$ cat src/rtl/mcu_subsys_mem_arbiter_if.sv
// Memory handshake bundle (valid/ready/addr/wdata/wstrb/rdata) shared by the
// CPU port, the GNSS DMA port and the SRAM port of the arbiter.
interface mcu_subsys_mem_arbiter_if #(
    parameter int ADDR_W = 32
);
    logic              mem_valid;
    logic              mem_ready;
    logic [ADDR_W-1:0] mem_addr;
    logic [31:0]       mem_wdata;
    logic [3:0]        mem_wstrb;   // 0 means read
    logic [31:0]       mem_rdata;

    // Requester side: issues the access, receives completion and read data.
    modport master (
        output mem_valid,
        output mem_addr,
        output mem_wdata,
        output mem_wstrb,
        input  mem_ready,
        input  mem_rdata
    );

    // Responder side: accepts the access, returns completion and read data.
    modport slave (
        input  mem_valid,
        input  mem_addr,
        input  mem_wdata,
        input  mem_wstrb,
        output mem_ready,
        output mem_rdata
    );
endinterface

$ cat src/rtl/mcu_subsys_mem_arbiter.sv
// Two-master / one-slave arbiter for the MCU subsystem single-port SRAM.
// Master 0 is the CPU, master 1 the GNSS capture DMA. Round-robin between
// contending masters, grant locked until completion, and a slave-response
// timeout that forces completion with ERR_RDATA and suppresses the access.
module mcu_subsys_mem_arbiter #(
    parameter int          ADDR_W         = 32,
    parameter int unsigned TIMEOUT_CYCLES = 16,
    parameter logic [31:0] ERR_RDATA      = 32'hDEAD_BEEF
) (
    input  logic                            clk,
    input  logic                            rst,
    mcu_subsys_mem_arbiter_if.slave         m0,
    mcu_subsys_mem_arbiter_if.slave         m1,
    mcu_subsys_mem_arbiter_if.master        s,
    output logic [1:0]                      grant,
    output logic                            timeout_pulse,
    output logic [7:0]                      timeout_count
);

    typedef enum logic [1:0] {
        IDLE = 2'd0,
        GNT0 = 2'd1,
        GNT1 = 2'd2
    } state_t;

    // Counter only has to reach TIMEOUT_CYCLES-1 before the forced exit.
    localparam int CNT_W = (TIMEOUT_CYCLES > 1) ? $clog2(TIMEOUT_CYCLES) : 1;
    localparam logic [CNT_W-1:0] TO_LAST = CNT_W'(TIMEOUT_CYCLES - 1);
    localparam bit TO_EN = (TIMEOUT_CYCLES != 0);

    state_t            state;
    state_t            state_next;
    logic              prefer_m1;     // round-robin pointer: 1 -> master 1 wins a tie
    logic [CNT_W-1:0]  to_cnt;        // not-ready cycles in the current grant

    // Owner-selected request (zero while idle, which also zeroes the SRAM bus).
    logic              own_valid;
    logic [ADDR_W-1:0] own_addr;
    logic [31:0]       own_wdata;
    logic [3:0]        own_wstrb;

    logic              timeout_hit;
    logic              complete;
    logic              resp_ready;
    logic [31:0]       resp_rdata;

    // Select the granted master's request signals.
    // NOTE: every always_comb output gets a default first so no path leaves it unassigned (no latch).
    always_comb begin
        own_valid = 1'b0;
        own_addr  = '0;
        own_wdata = '0;
        own_wstrb = '0;
        case (state)
            GNT0: begin
                own_valid = m0.mem_valid;
                own_addr  = m0.mem_addr;
                own_wdata = m0.mem_wdata;
                own_wstrb = m0.mem_wstrb;
            end
            GNT1: begin
                own_valid = m1.mem_valid;
                own_addr  = m1.mem_addr;
                own_wdata = m1.mem_wdata;
                own_wstrb = m1.mem_wstrb;
            end
            default: ;
        endcase
    end

    // A real slave ready always beats the timeout in the same cycle.
    assign timeout_hit = TO_EN && own_valid && !s.mem_ready && (to_cnt == TO_LAST);
    assign complete    = own_valid && (s.mem_ready || timeout_hit);
    assign resp_ready  = complete;
    assign resp_rdata  = timeout_hit ? ERR_RDATA : s.mem_rdata;

    // Slave side: pass the owner's request through, but withhold it on a
    // forced completion so a timed-out write never lands.
    assign s.mem_valid = own_valid && !timeout_hit;
    assign s.mem_addr  = own_addr;
    assign s.mem_wdata = own_wdata;
    assign s.mem_wstrb = own_wstrb;

    // Master side: only the owner sees completion and read data.
    assign m0.mem_ready = (state == GNT0) && resp_ready;
    assign m0.mem_rdata = (state == GNT0) ? resp_rdata : 32'h0;
    assign m1.mem_ready = (state == GNT1) && resp_ready;
    assign m1.mem_rdata = (state == GNT1) ? resp_rdata : 32'h0;

    assign grant         = {state == GNT1, state == GNT0};
    assign timeout_pulse = timeout_hit;

    // Next-state: arbitrate from IDLE, hold the grant until completion or abandon.
    always_comb begin
        state_next = state;
        case (state)
            IDLE: begin
                if (m0.mem_valid && m1.mem_valid) begin
                    state_next = prefer_m1 ? GNT1 : GNT0;
                end else if (m0.mem_valid) begin
                    state_next = GNT0;
                end else if (m1.mem_valid) begin
                    state_next = GNT1;
                end
            end
            GNT0, GNT1: begin
                // Dropped valid (abandon) or completion both return to IDLE.
                if (!own_valid || complete) begin
                    state_next = IDLE;
                end
            end
            default: state_next = IDLE;
        endcase
    end

    // State, pointer, timeout counter and saturating timeout statistics.
    // NOTE: sequential state uses non-blocking assignments so all registers update from pre-edge values.
    always_ff @(posedge clk) begin
        if (rst) begin
            state         <= IDLE;
            prefer_m1     <= 1'b0;
            to_cnt        <= '0;
            timeout_count <= 8'd0;
        end else begin
            state <= state_next;

            // Cleared while idle, so every grant starts counting from zero.
            if (state == IDLE) begin
                to_cnt <= '0;
            end else if (!s.mem_ready) begin
                to_cnt <= to_cnt + 1'b1;
            end

            // Any completion (normal or forced) hands preference to the other master;
            // an abandoned request leaves the pointer alone.
            if (complete) begin
                prefer_m1 <= (state == GNT0);
            end

            if (timeout_hit && (timeout_count != 8'hFF)) begin
                timeout_count <= timeout_count + 8'd1;
            end
        end
    end

endmodule

$ cat src/flat_wrapper.sv
// flat-port wrapper written by rule: the top's interface ports become plain ports
module mcu_subsys_mem_arbiter_flat 
#(
    parameter int          ADDR_W         = 32,
    parameter int unsigned TIMEOUT_CYCLES = 16,
    parameter logic [31:0] ERR_RDATA      = 32'hDEAD_BEEF
)
  (clk, rst, grant, timeout_pulse, timeout_count, m0_mem_valid, m0_mem_addr, m0_mem_wdata, m0_mem_wstrb, m0_mem_ready, m0_mem_rdata, m1_mem_valid, m1_mem_addr, m1_mem_wdata, m1_mem_wstrb, m1_mem_ready, m1_mem_rdata, s_mem_valid, s_mem_addr, s_mem_wdata, s_mem_wstrb, s_mem_ready, s_mem_rdata);
  mcu_subsys_mem_arbiter_if #(.ADDR_W(ADDR_W)) m0_i ();
  mcu_subsys_mem_arbiter_if #(.ADDR_W(ADDR_W)) m1_i ();
  mcu_subsys_mem_arbiter_if #(.ADDR_W(ADDR_W)) s_i ();
  input  logic clk;
  input  logic rst;
  output logic [1:0] grant;
  output logic timeout_pulse;
  output logic [7:0] timeout_count;
  input wire logic [$bits(m0_i.mem_valid)-1:0] m0_mem_valid;
  input wire logic [$bits(m0_i.mem_addr)-1:0] m0_mem_addr;
  input wire logic [$bits(m0_i.mem_wdata)-1:0] m0_mem_wdata;
  input wire logic [$bits(m0_i.mem_wstrb)-1:0] m0_mem_wstrb;
  output wire logic [$bits(m0_i.mem_ready)-1:0] m0_mem_ready;
  output wire logic [$bits(m0_i.mem_rdata)-1:0] m0_mem_rdata;
  input wire logic [$bits(m1_i.mem_valid)-1:0] m1_mem_valid;
  input wire logic [$bits(m1_i.mem_addr)-1:0] m1_mem_addr;
  input wire logic [$bits(m1_i.mem_wdata)-1:0] m1_mem_wdata;
  input wire logic [$bits(m1_i.mem_wstrb)-1:0] m1_mem_wstrb;
  output wire logic [$bits(m1_i.mem_ready)-1:0] m1_mem_ready;
  output wire logic [$bits(m1_i.mem_rdata)-1:0] m1_mem_rdata;
  output wire logic [$bits(s_i.mem_valid)-1:0] s_mem_valid;
  output wire logic [$bits(s_i.mem_addr)-1:0] s_mem_addr;
  output wire logic [$bits(s_i.mem_wdata)-1:0] s_mem_wdata;
  output wire logic [$bits(s_i.mem_wstrb)-1:0] s_mem_wstrb;
  input wire logic [$bits(s_i.mem_ready)-1:0] s_mem_ready;
  input wire logic [$bits(s_i.mem_rdata)-1:0] s_mem_rdata;
  assign m0_i.mem_valid = m0_mem_valid;
  assign m0_i.mem_addr = m0_mem_addr;
  assign m0_i.mem_wdata = m0_mem_wdata;
  assign m0_i.mem_wstrb = m0_mem_wstrb;
  assign m0_mem_ready = m0_i.mem_ready;
  assign m0_mem_rdata = m0_i.mem_rdata;
  assign m1_i.mem_valid = m1_mem_valid;
  assign m1_i.mem_addr = m1_mem_addr;
  assign m1_i.mem_wdata = m1_mem_wdata;
  assign m1_i.mem_wstrb = m1_mem_wstrb;
  assign m1_mem_ready = m1_i.mem_ready;
  assign m1_mem_rdata = m1_i.mem_rdata;
  assign s_mem_valid = s_i.mem_valid;
  assign s_mem_addr = s_i.mem_addr;
  assign s_mem_wdata = s_i.mem_wdata;
  assign s_mem_wstrb = s_i.mem_wstrb;
  assign s_i.mem_ready = s_mem_ready;
  assign s_i.mem_rdata = s_mem_rdata;
  mcu_subsys_mem_arbiter #(.ADDR_W(ADDR_W), .TIMEOUT_CYCLES(TIMEOUT_CYCLES), .ERR_RDATA(ERR_RDATA)) u_core (.clk(clk), .rst(rst), .m0(m0_i), .m1(m1_i), .s(s_i), .grant(grant), .timeout_pulse(timeout_pulse), .timeout_count(timeout_count));
endmodule
$ cat config.mk
export PLATFORM = sky130hd
export DESIGN_NAME = mcu_subsys_mem_arbiter_flat
export DESIGN_NICKNAME = d
export VERILOG_FILES = /design/src/rtl/mcu_subsys_mem_arbiter_if.sv /design/src/rtl/mcu_subsys_mem_arbiter.sv /design/src/flat_wrapper.sv
export SDC_FILE = /design/constraint.sdc
export NUM_CORES = 1
export LEC_CHECK = 0
export CORE_AREA = 5 5 122 124
export DETAILED_ROUTE_END_ITERATION = 16
export DIE_AREA = 0 0 127 129
export PLACE_DENSITY = 0.72
export SLEW_MARGIN = 20
export SYNTH_ARGS = -nofsm -noshare
export SYNTH_HDL_FRONTEND = slang
export SYNTH_SLANG_ARGS = --single-unit
$ cat constraint.sdc
create_clock -name clk -period 2.4 [get_ports clk]
set_clock_uncertainty 0.1 [all_clocks]
set_input_delay 0.48 -clock clk [delete_from_list [all_inputs] [get_ports clk]]
set_output_delay 0.48 -clock clk [all_outputs]
set_load 0.005 [all_outputs]
==> flow_summary.rst <==
.. list-table::
   :header-rows: 1

   * - Metric
     - Value
   * - Synth area leaders
     - sky130_fd_sc_hd__a22oi_1 (22%), sky130_fd_sc_hd__nor2b_1 (18%), sky130_fd_sc_hd__o21a_1 (15%)
   * - Overall power after layout
     - 1.70 mW
   * - Startpoint kind of the worst setup timing path
     - flip-flop
   * - Type of the most critical hold path
     - reg -> reg
   * - Crit-path cells
     - inv_2, ha_4, buf_6, nand3_4, buf_6, buf_12, buf_16, and3_1, clkdlybuf4s15_2
   * - Cell Pwr Density
     - 266 mW/mm²
   * - Post-DR wirelength/cell
     - 21.0 µm
   * - Sum of net half-perimeters after detailed placement
     - 12700 µm
   * - Outcome
     - finished with violations
   * - Sequential area share after synthesis
     - 12.8%
   * - Area of the multi-input gates
     - 0.00210 mm²
   * - Starting utilization of the core area
     - 17.2%
   * - Number of optimization iterations in the first detailed-route pass
     - 4
   * - Setup-violating endpoint count in the final report
     - 64
   * - Worst setup slack after placement
     - -0.523 ns
   * - Root Driver
     - sky130_fd_sc_hd__clkbuf_16
   * - Violated checks
     - negative setup slack
   * - Vias in the first global route
     - 4247
   * - Dominant register cell in the synthesized netlist
     - sky130_fd_sc_hd__dfxtp_1
   * - Post-synthesis net count
     - 507
   * - CP Data Required Time
     - 1.82 ns
   * - Cell taking the most area after synthesis
     - sky130_fd_sc_hd__a22oi_1
   * - Min Tclk post-route
     - 2.54 ns
   * - Clock buffer count from CTS
     - 3
   * - Worst IR Drop VDD
     - 0.223 mV
   * - Buffers on Ports
     - 318
   * - Via count normalized by instance count
     - 4.78
   * - Critical-path maximum fanout
     - 6
   * - Die area
     - 0.0164 mm²
   * - Most frequent cell on the critical path
     - sky130_fd_sc_hd__buf_6
   * - Nets@finish
     - 844
   * - Antenna cell count
     - 0
   * - Worst-skew pair later-pin latency
     - 0.24 ns
   * - Total length of routed wires
     - 17800 µm
   * - CP Data Arrival Time
     - 1.96 ns
   * - Post-route setup slack
     - -0.136 ns
   * - Post-synthesis cell count
     - 329
   * - FF+latch area
     - 308 µm²
   * - Warning count from the yosys run
     - 0
   * - Library cells used by synthesis
     - 41
   * - Critical path class
     - reg -> out
   * - Maximum number of pins on one net before global-route repair
     - 33
   * - Syn_area_per_cell
     - 7.16 µm²
   * - Number of antenna violations at the first check in global routing
     - 0
   * - Post-synth top area share
     - 21.7%
   * - Setup repair after global routing missed its margin
     - yes
   * - Final hold violation count
     - 0
   * - # DRC
     - 0
   * - Clock tree from TritonCTS
     - built
   * - Buffer levels on the longest clock path
     - 2
   * - Row Count
     - 43
   * - Number of nets with antenna violations after routing
     - 0
   * - Transition time at the pin with the least slew margin
     - 0.703 ns
   * - Ratio of cells with drive above 1 in the final layout
     - 27.4%
   * - Synthesis-stage register bit count
     - 15
   * - Kind of end point of the critical path
     - output pin
   * - P_leak
     - 2.90 nW
   * - Area Growth Syn to Fin
     - 171%
   * - Die X
     - 127 µm
   * - Cell with the biggest individual delay on the critical path
     - sky130_fd_sc_hd__dfxtp_2
   * - Combined area of all synthesized cells
     - 0.00235 mm²
   * - Gr ovfl total
     - 0
   * - Post-route fraction of the period consumed by the critical path
     - 106%
   * - Async set-or-reset flop fraction in the synthesized netlist
     - 0%
   * - Delay of the slowest cell on the worst path
     - 0.35 ns
   * - Final RePlAce weighted congestion
     - 0.974
   * - Max-slew violation count
     - 0
   * - Worst-case hold slack
     - 0.410 ns
   * - Total placed instance area
     - 0.00586 mm²
   * - Clock Pin Slew Worst Setup and Hold Paths
     - 0.05 ns
   * - Top-level I/O count
     - 319
   * - Max-cap check violation count
     - 0
   * - CTS Sinks
     - 15
   * - Overall fraction of global-route tracks in use
     - 19.6%
   * - Count of flip-flops with a built-in enable after synthesis
     - 0
   * - Maximum level of the CTS H-tree
     - 1
   * - Maximum achievable frequency
     - 394 MHz
   * - Filler cells
     - 1334
   * - Wire length of the first global-routing pass
     - 25300 µm
   * - Count of routing violations after the opening detailed-route iteration
     - 168
   * - Cell area after layout
     - 0.00639 mm²
   * - Core ar.
     - 0.0137 mm²
   * - Via count
     - 4038
   * - Floorplan die height
     - 129 µm
   * - Worst max-slew margin expressed relative to the limit
     - 53.0%
## report_power, final
group	internal, mW	total (mW)	switching [mW]
clock network	0.225	0.324	0.0995
logic	0.694	1.12	0.423
registers	0.255	0.259	0.00457
total	1.17	1.70	0.527
## worst max-delay path: cells and delay by family (launching register included)
family	cells	cell delay (ns)
DFF	1	0.35
adders and majority gates	1	0.31
and+or+nand+nor	2	0.27
buffers and inverters	6	0.78
## sequential cells by signal (all words and copies together), names as in the netlist
name	count
u_core.timeout_count	8
u_core.to_cnt	4
u_core.prefer_m1	1
u_core.state	2
## cells in the mapped netlist (2+ instances only)
cell / count
sky130_fd_sc_hd__a21oi_1: 8
sky130_fd_sc_hd__a22oi_1: 68
sky130_fd_sc_hd__and2_1: 2
sky130_fd_sc_hd__and3_1: 16
sky130_fd_sc_hd__buf_1: 8
sky130_fd_sc_hd__buf_2: 2
sky130_fd_sc_hd__clkbuf_1: 28
sky130_fd_sc_hd__dfxtp_1: 15
sky130_fd_sc_hd__ha_1: 5
sky130_fd_sc_hd__inv_1: 4
sky130_fd_sc_hd__mux2i_1: 3
sky130_fd_sc_hd__nand2_1: 3
sky130_fd_sc_hd__nand2b_1: 4
sky130_fd_sc_hd__nand3_1: 5
sky130_fd_sc_hd__nor2_1: 7
sky130_fd_sc_hd__nor2b_1: 69
sky130_fd_sc_hd__nor3_1: 4
sky130_fd_sc_hd__nor4_1: 2
sky130_fd_sc_hd__o21a_1: 48
sky130_fd_sc_hd__o31ai_1: 3
sky130_fd_sc_hd__or3_1: 2
sky130_fd_sc_hd__or4_1: 3
sky130_fd_sc_hd__xor2_1: 2
## through the flow
step           utilization (%)  TNS, ns  std cells
6_report                  46.7    -4.55        845
5_1_grt                   46.7    -9.26        845
4_1_cts                   46.4   -14.21        840
3_5_place_dp              42.9   -30.21        809
3_3_place_gp              42.9   -28.86        809
2_1_floorplan                -        0        329
## kinds of logic after synthesis
group / share of synthesized area [%]
AOI/OAI and AO/OA: 41.9
and+or+nand+nor: 32.2
buffers and inverters: 7.60
DFF: 12.8
adders and majority gates: 2.66
muxes: 1.75
xor gates and xnor gates: 1.12
## area by class of cell
class                      count  area share (%)
clock buffer                   4            1.23
inverter                       4           0.353
multi-input combinational    270            32.8
sequential                    15            4.82
tap                          180            3.53
timing repair buffer         372            57.2
## path summary, 6_finish.rpt
| check | startpoint | to | slack, ns | cells past startpoint |
|---|---|---|---|---|
| worst max register to register | u_core.state[1]$_SDFFE_PP0P_ | u_core.timeout_count[7]$_SDFFE_PP0P_ | 0 | 11 |
| worst min-delay path | u_core.timeout_count[6]$_SDFFE_PP0P_ | u_core.timeout_count[6]$_SDFFE_PP0P_ | 0.41 | 1 |
| worst max-delay path | u_core.state[1]$_SDFFE_PP0P_ | m0_mem_rdata[22] | -0.14 | 9 |
| worst min register to register | u_core.timeout_count[6]$_SDFFE_PP0P_ | u_core.timeout_count[6]$_SDFFE_PP0P_ | 0.41 | 1 |
## layer usage
metal	vias to the layer above	part of all wire (%)	global-route usage, %
met5	-	0	0
met2	228	50	35.1
li1	1889	-	-
met1	1888	39	23.2
met3	33	7.9	4.94
met4	0	3.2	5.93
## what timing repair did
action | in CTS | in global routing
cloned | 13 | 1
pin swaps | 7 | 12
endpoints found under the setup margin | 136 | 128
hold buffers | 0 | 0
setup buffers | 15 | 11
resized for setup | 351 | 82
## cell usage in the layout, fill, tap and decap left out, types with 5 or more instances in the layout
| cell | count |
|---|---|
| sky130_fd_sc_hd__buf_2 | 56 |
| sky130_fd_sc_hd__nor2b_1 | 67 |
| sky130_fd_sc_hd__nor2_1 | 7 |
| sky130_fd_sc_hd__dfxtp_1 | 11 |
| sky130_fd_sc_hd__clkbuf_2 | 16 |
| sky130_fd_sc_hd__nand3_1 | 5 |
| sky130_fd_sc_hd__buf_16 | 8 |
| sky130_fd_sc_hd__a22oi_1 | 46 |
| sky130_fd_sc_hd__buf_6 | 12 |
| sky130_fd_sc_hd__buf_4 | 21 |
| sky130_fd_sc_hd__and3_1 | 13 |
| sky130_fd_sc_hd__dlymetal6s2s_1 | 21 |
| sky130_fd_sc_hd__dlygate4sd2_1 | 21 |
| sky130_fd_sc_hd__buf_12 | 8 |
| sky130_fd_sc_hd__clkdlybuf4s15_1 | 8 |
| sky130_fd_sc_hd__o21a_1 | 48 |
| sky130_fd_sc_hd__clkdlybuf4s50_1 | 191 |
| sky130_fd_sc_hd__a21oi_1 | 6 |
| sky130_fd_sc_hd__a22oi_2 | 22 |
Note: power is estimated with default switching activity, not from simulation.
==> edit: new RTL, config.mk and constraints unchanged <==
`TIMEOUT_CYCLES` is set to 16 in 2 places; all go to 8.
--- a/src/rtl/mcu_subsys_mem_arbiter.sv
+++ b/src/rtl/mcu_subsys_mem_arbiter.sv
@@ -4,7 +4,7 @@
 // timeout that forces completion with ERR_RDATA and suppresses the access.
 module mcu_subsys_mem_arbiter #(
     parameter int          ADDR_W         = 32,
-    parameter int unsigned TIMEOUT_CYCLES = 16,
+    parameter int unsigned TIMEOUT_CYCLES = 8,
     parameter logic [31:0] ERR_RDATA      = 32'hDEAD_BEEF
 ) (
     input  logic                            clk,
--- a/src/flat_wrapper.sv
+++ b/src/flat_wrapper.sv
@@ -2,7 +2,7 @@
 module mcu_subsys_mem_arbiter_flat 
 #(
     parameter int          ADDR_W         = 32,
-    parameter int unsigned TIMEOUT_CYCLES = 16,
+    parameter int unsigned TIMEOUT_CYCLES = 8,
     parameter logic [31:0] ERR_RDATA      = 32'hDEAD_BEEF
 )
   (clk, rst, grant, timeout_pulse, timeout_count, m0_mem_valid, m0_mem_addr, m0_mem_wdata, m0_mem_wstrb, m0_mem_ready, m0_mem_rdata, m1_mem_valid, m1_mem_addr, m1_mem_wdata, m1_mem_wstrb, m1_mem_ready, m1_mem_rdata, s_mem_valid, s_mem_addr, s_mem_wdata, s_mem_wstrb, s_mem_ready, s_mem_rdata);
Function: changed (Yosys sat finds a counterexample within 10 cycles, from zero or initial values and one cycle with rst high).
==> edit against the original RTL <==
The run still ends with negative setup slack left; design area rose by 0.74%; setup slack better by 0.0085 ns; count of clock-buffer cells in the layout stayed put; register-to-register slack improved by 0.27 ns; area after synthesis fell by 5.5%; fmax grew 0.34%; routed wire length fell by 15%; power fell by 0.12%; sequential cell count fell by 1.
==> edit: results (changes against the original RTL) <==
.. list-table::
   :header-rows: 1

   * - Metric
     - Value
   * - Worst slew pin tran
     - 0.565 ns (-0.137 ns)
   * - Leakage component of the power
     - 0.00334 uW (+15%)
   * - Failing checks
     - negative setup slack
   * - Final setup viols
     - 34 (-47%)
   * - Number of synthesized register bits
     - 14 (-1)
   * - Internal reg-to-reg setup slack
     - 0.27 ns (+0.27 ns)
   * - Synth Instances
     - 347 (+5.5%)
   * - Via count of the first global-routing pass
     - 3932 (-7.4%)
   * - Post-DR wirelength/cell
     - 17.5 um (-17%)
   * - Initial Util
     - 16.3% (-0.94 points)
   * - Placed Cells incl. Taps
     - 837 (+3.5%)
   * - Area used by sequential logic in the layout
     - 290 um2 (-5.7%)
   * - Non-clock inverters
     - 6 (+2)
   * - Post-synth cell types
     - 34 (-17%)
   * - Number of nets produced by synthesis
     - 526 (+3.7%)
   * - Post-DP HPWL
     - 11.0 mm (-13%)
   * - Final estimated routing congestion in global placement
     - 0.823 (-16%)
   * - Status
     - finished with violations
   * - Initial antenna violation count
     - 1 (+1)
   * - Largest registers
     - u_core.timeout_count: 8 flops, u_core.to_cnt: 3 flops, u_core.state: 2 flops
   * - Xor and xnor area share after synthesis
     - 0.393% (-0.72 points)
   * - Share of synthesized cell area in full adder, half adder and majority cells
     - 3.37% (+0.72 points)
   * - Total Nets Final
     - 868 (+2.8%)
   * - Clock group share of total power
     - 20.2% (+1.1 points)
   * - Ratio of total power to cell area
     - 264 nW/um2 (-0.86%)
   * - Post-placement cell area
     - 5770 um2 (-1.5%)
   * - Most common library cells after synthesis
     - sky130_fd_sc_hd__nor2_1 (78), sky130_fd_sc_hd__nor2b_1 (70), sky130_fd_sc_hd__a22oi_1 (68)
   * - Post-synthesis sequential area ratio
     - 12.6% (-0.16 points)
   * - Multi-input gate share of total cell area
     - 32.3% (-0.59 points)
   * - Proportion of layout cells with a drive suffix above 1
     - 24.7% (-2.7 points)
   * - Complex-gate fraction of the synthesized area
     - 29.1% (-13 points)
   * - Worst Hold Margin
     - 0.408 ns (-0.00110 ns)
   * - Total routed wirelength
     - 15.2 mm (-15%)
   * - Final setup slack of the worst path
     - -0.128 ns (+0.00849 ns)
   * - Largest cells by area after synthesis
     - sky130_fd_sc_hd__a22oi_1 (23%), sky130_fd_sc_hd__nor2b_1 (20%), sky130_fd_sc_hd__nor2_1 (13%)
   * - VDD IR max
     - 0.000304 V (+36%)
   * - Clock tree cell share of total cell area
     - 1.38% (+0.15 points)
   * - Maximum number of pins on one net before global-route repair
     - 37 (+12%)
   * - Number of multi-input combinational cells in the layout
     - 290 (+7.4%)
   * - Routed via count divided by cell count
     - 4.52 (-5.5%)
   * - Wire length of the first global-routing pass
     - 21.1 mm (-17%)
   * - Layout non-clock buf frac
     - 57.9% (+0.63 points)
-- edit: repair_timing --
action	in CTS	in global routing
hold buffers	0	0
endpoints found under the setup margin	136	97
pin swaps	7	18
setup buffers	8	15
gates cloned	7	1
gates resized for setup	245	139
-- edit: metal layers --
metal,wire length (um),global-route usage [%],up-vias
li1,-,-,1904
met1,5630,18.2,1787
met2,7780,29.7,207
met3,1480,4.90,20
met4,248,2.84,2
met5,13,0,-
-- edit: worst paths after layout --
check / from / to / cells past startpoint
max: u_core.state[0]$_SDFFE_PP0P_ / m0_mem_rdata[7] / 11
min: u_core.timeout_count[5]$_SDFFE_PP0P_ / u_core.timeout_count[5]$_SDFFE_PP0P_ / 2
max reg2reg: u_core.to_cnt[0]$_SDFFE_PP0N_ / u_core.timeout_count[4]$_SDFFE_PP0P_ / 8
min reg2reg: u_core.timeout_count[5]$_SDFFE_PP0P_ / u_core.timeout_count[5]$_SDFFE_PP0P_ / 2
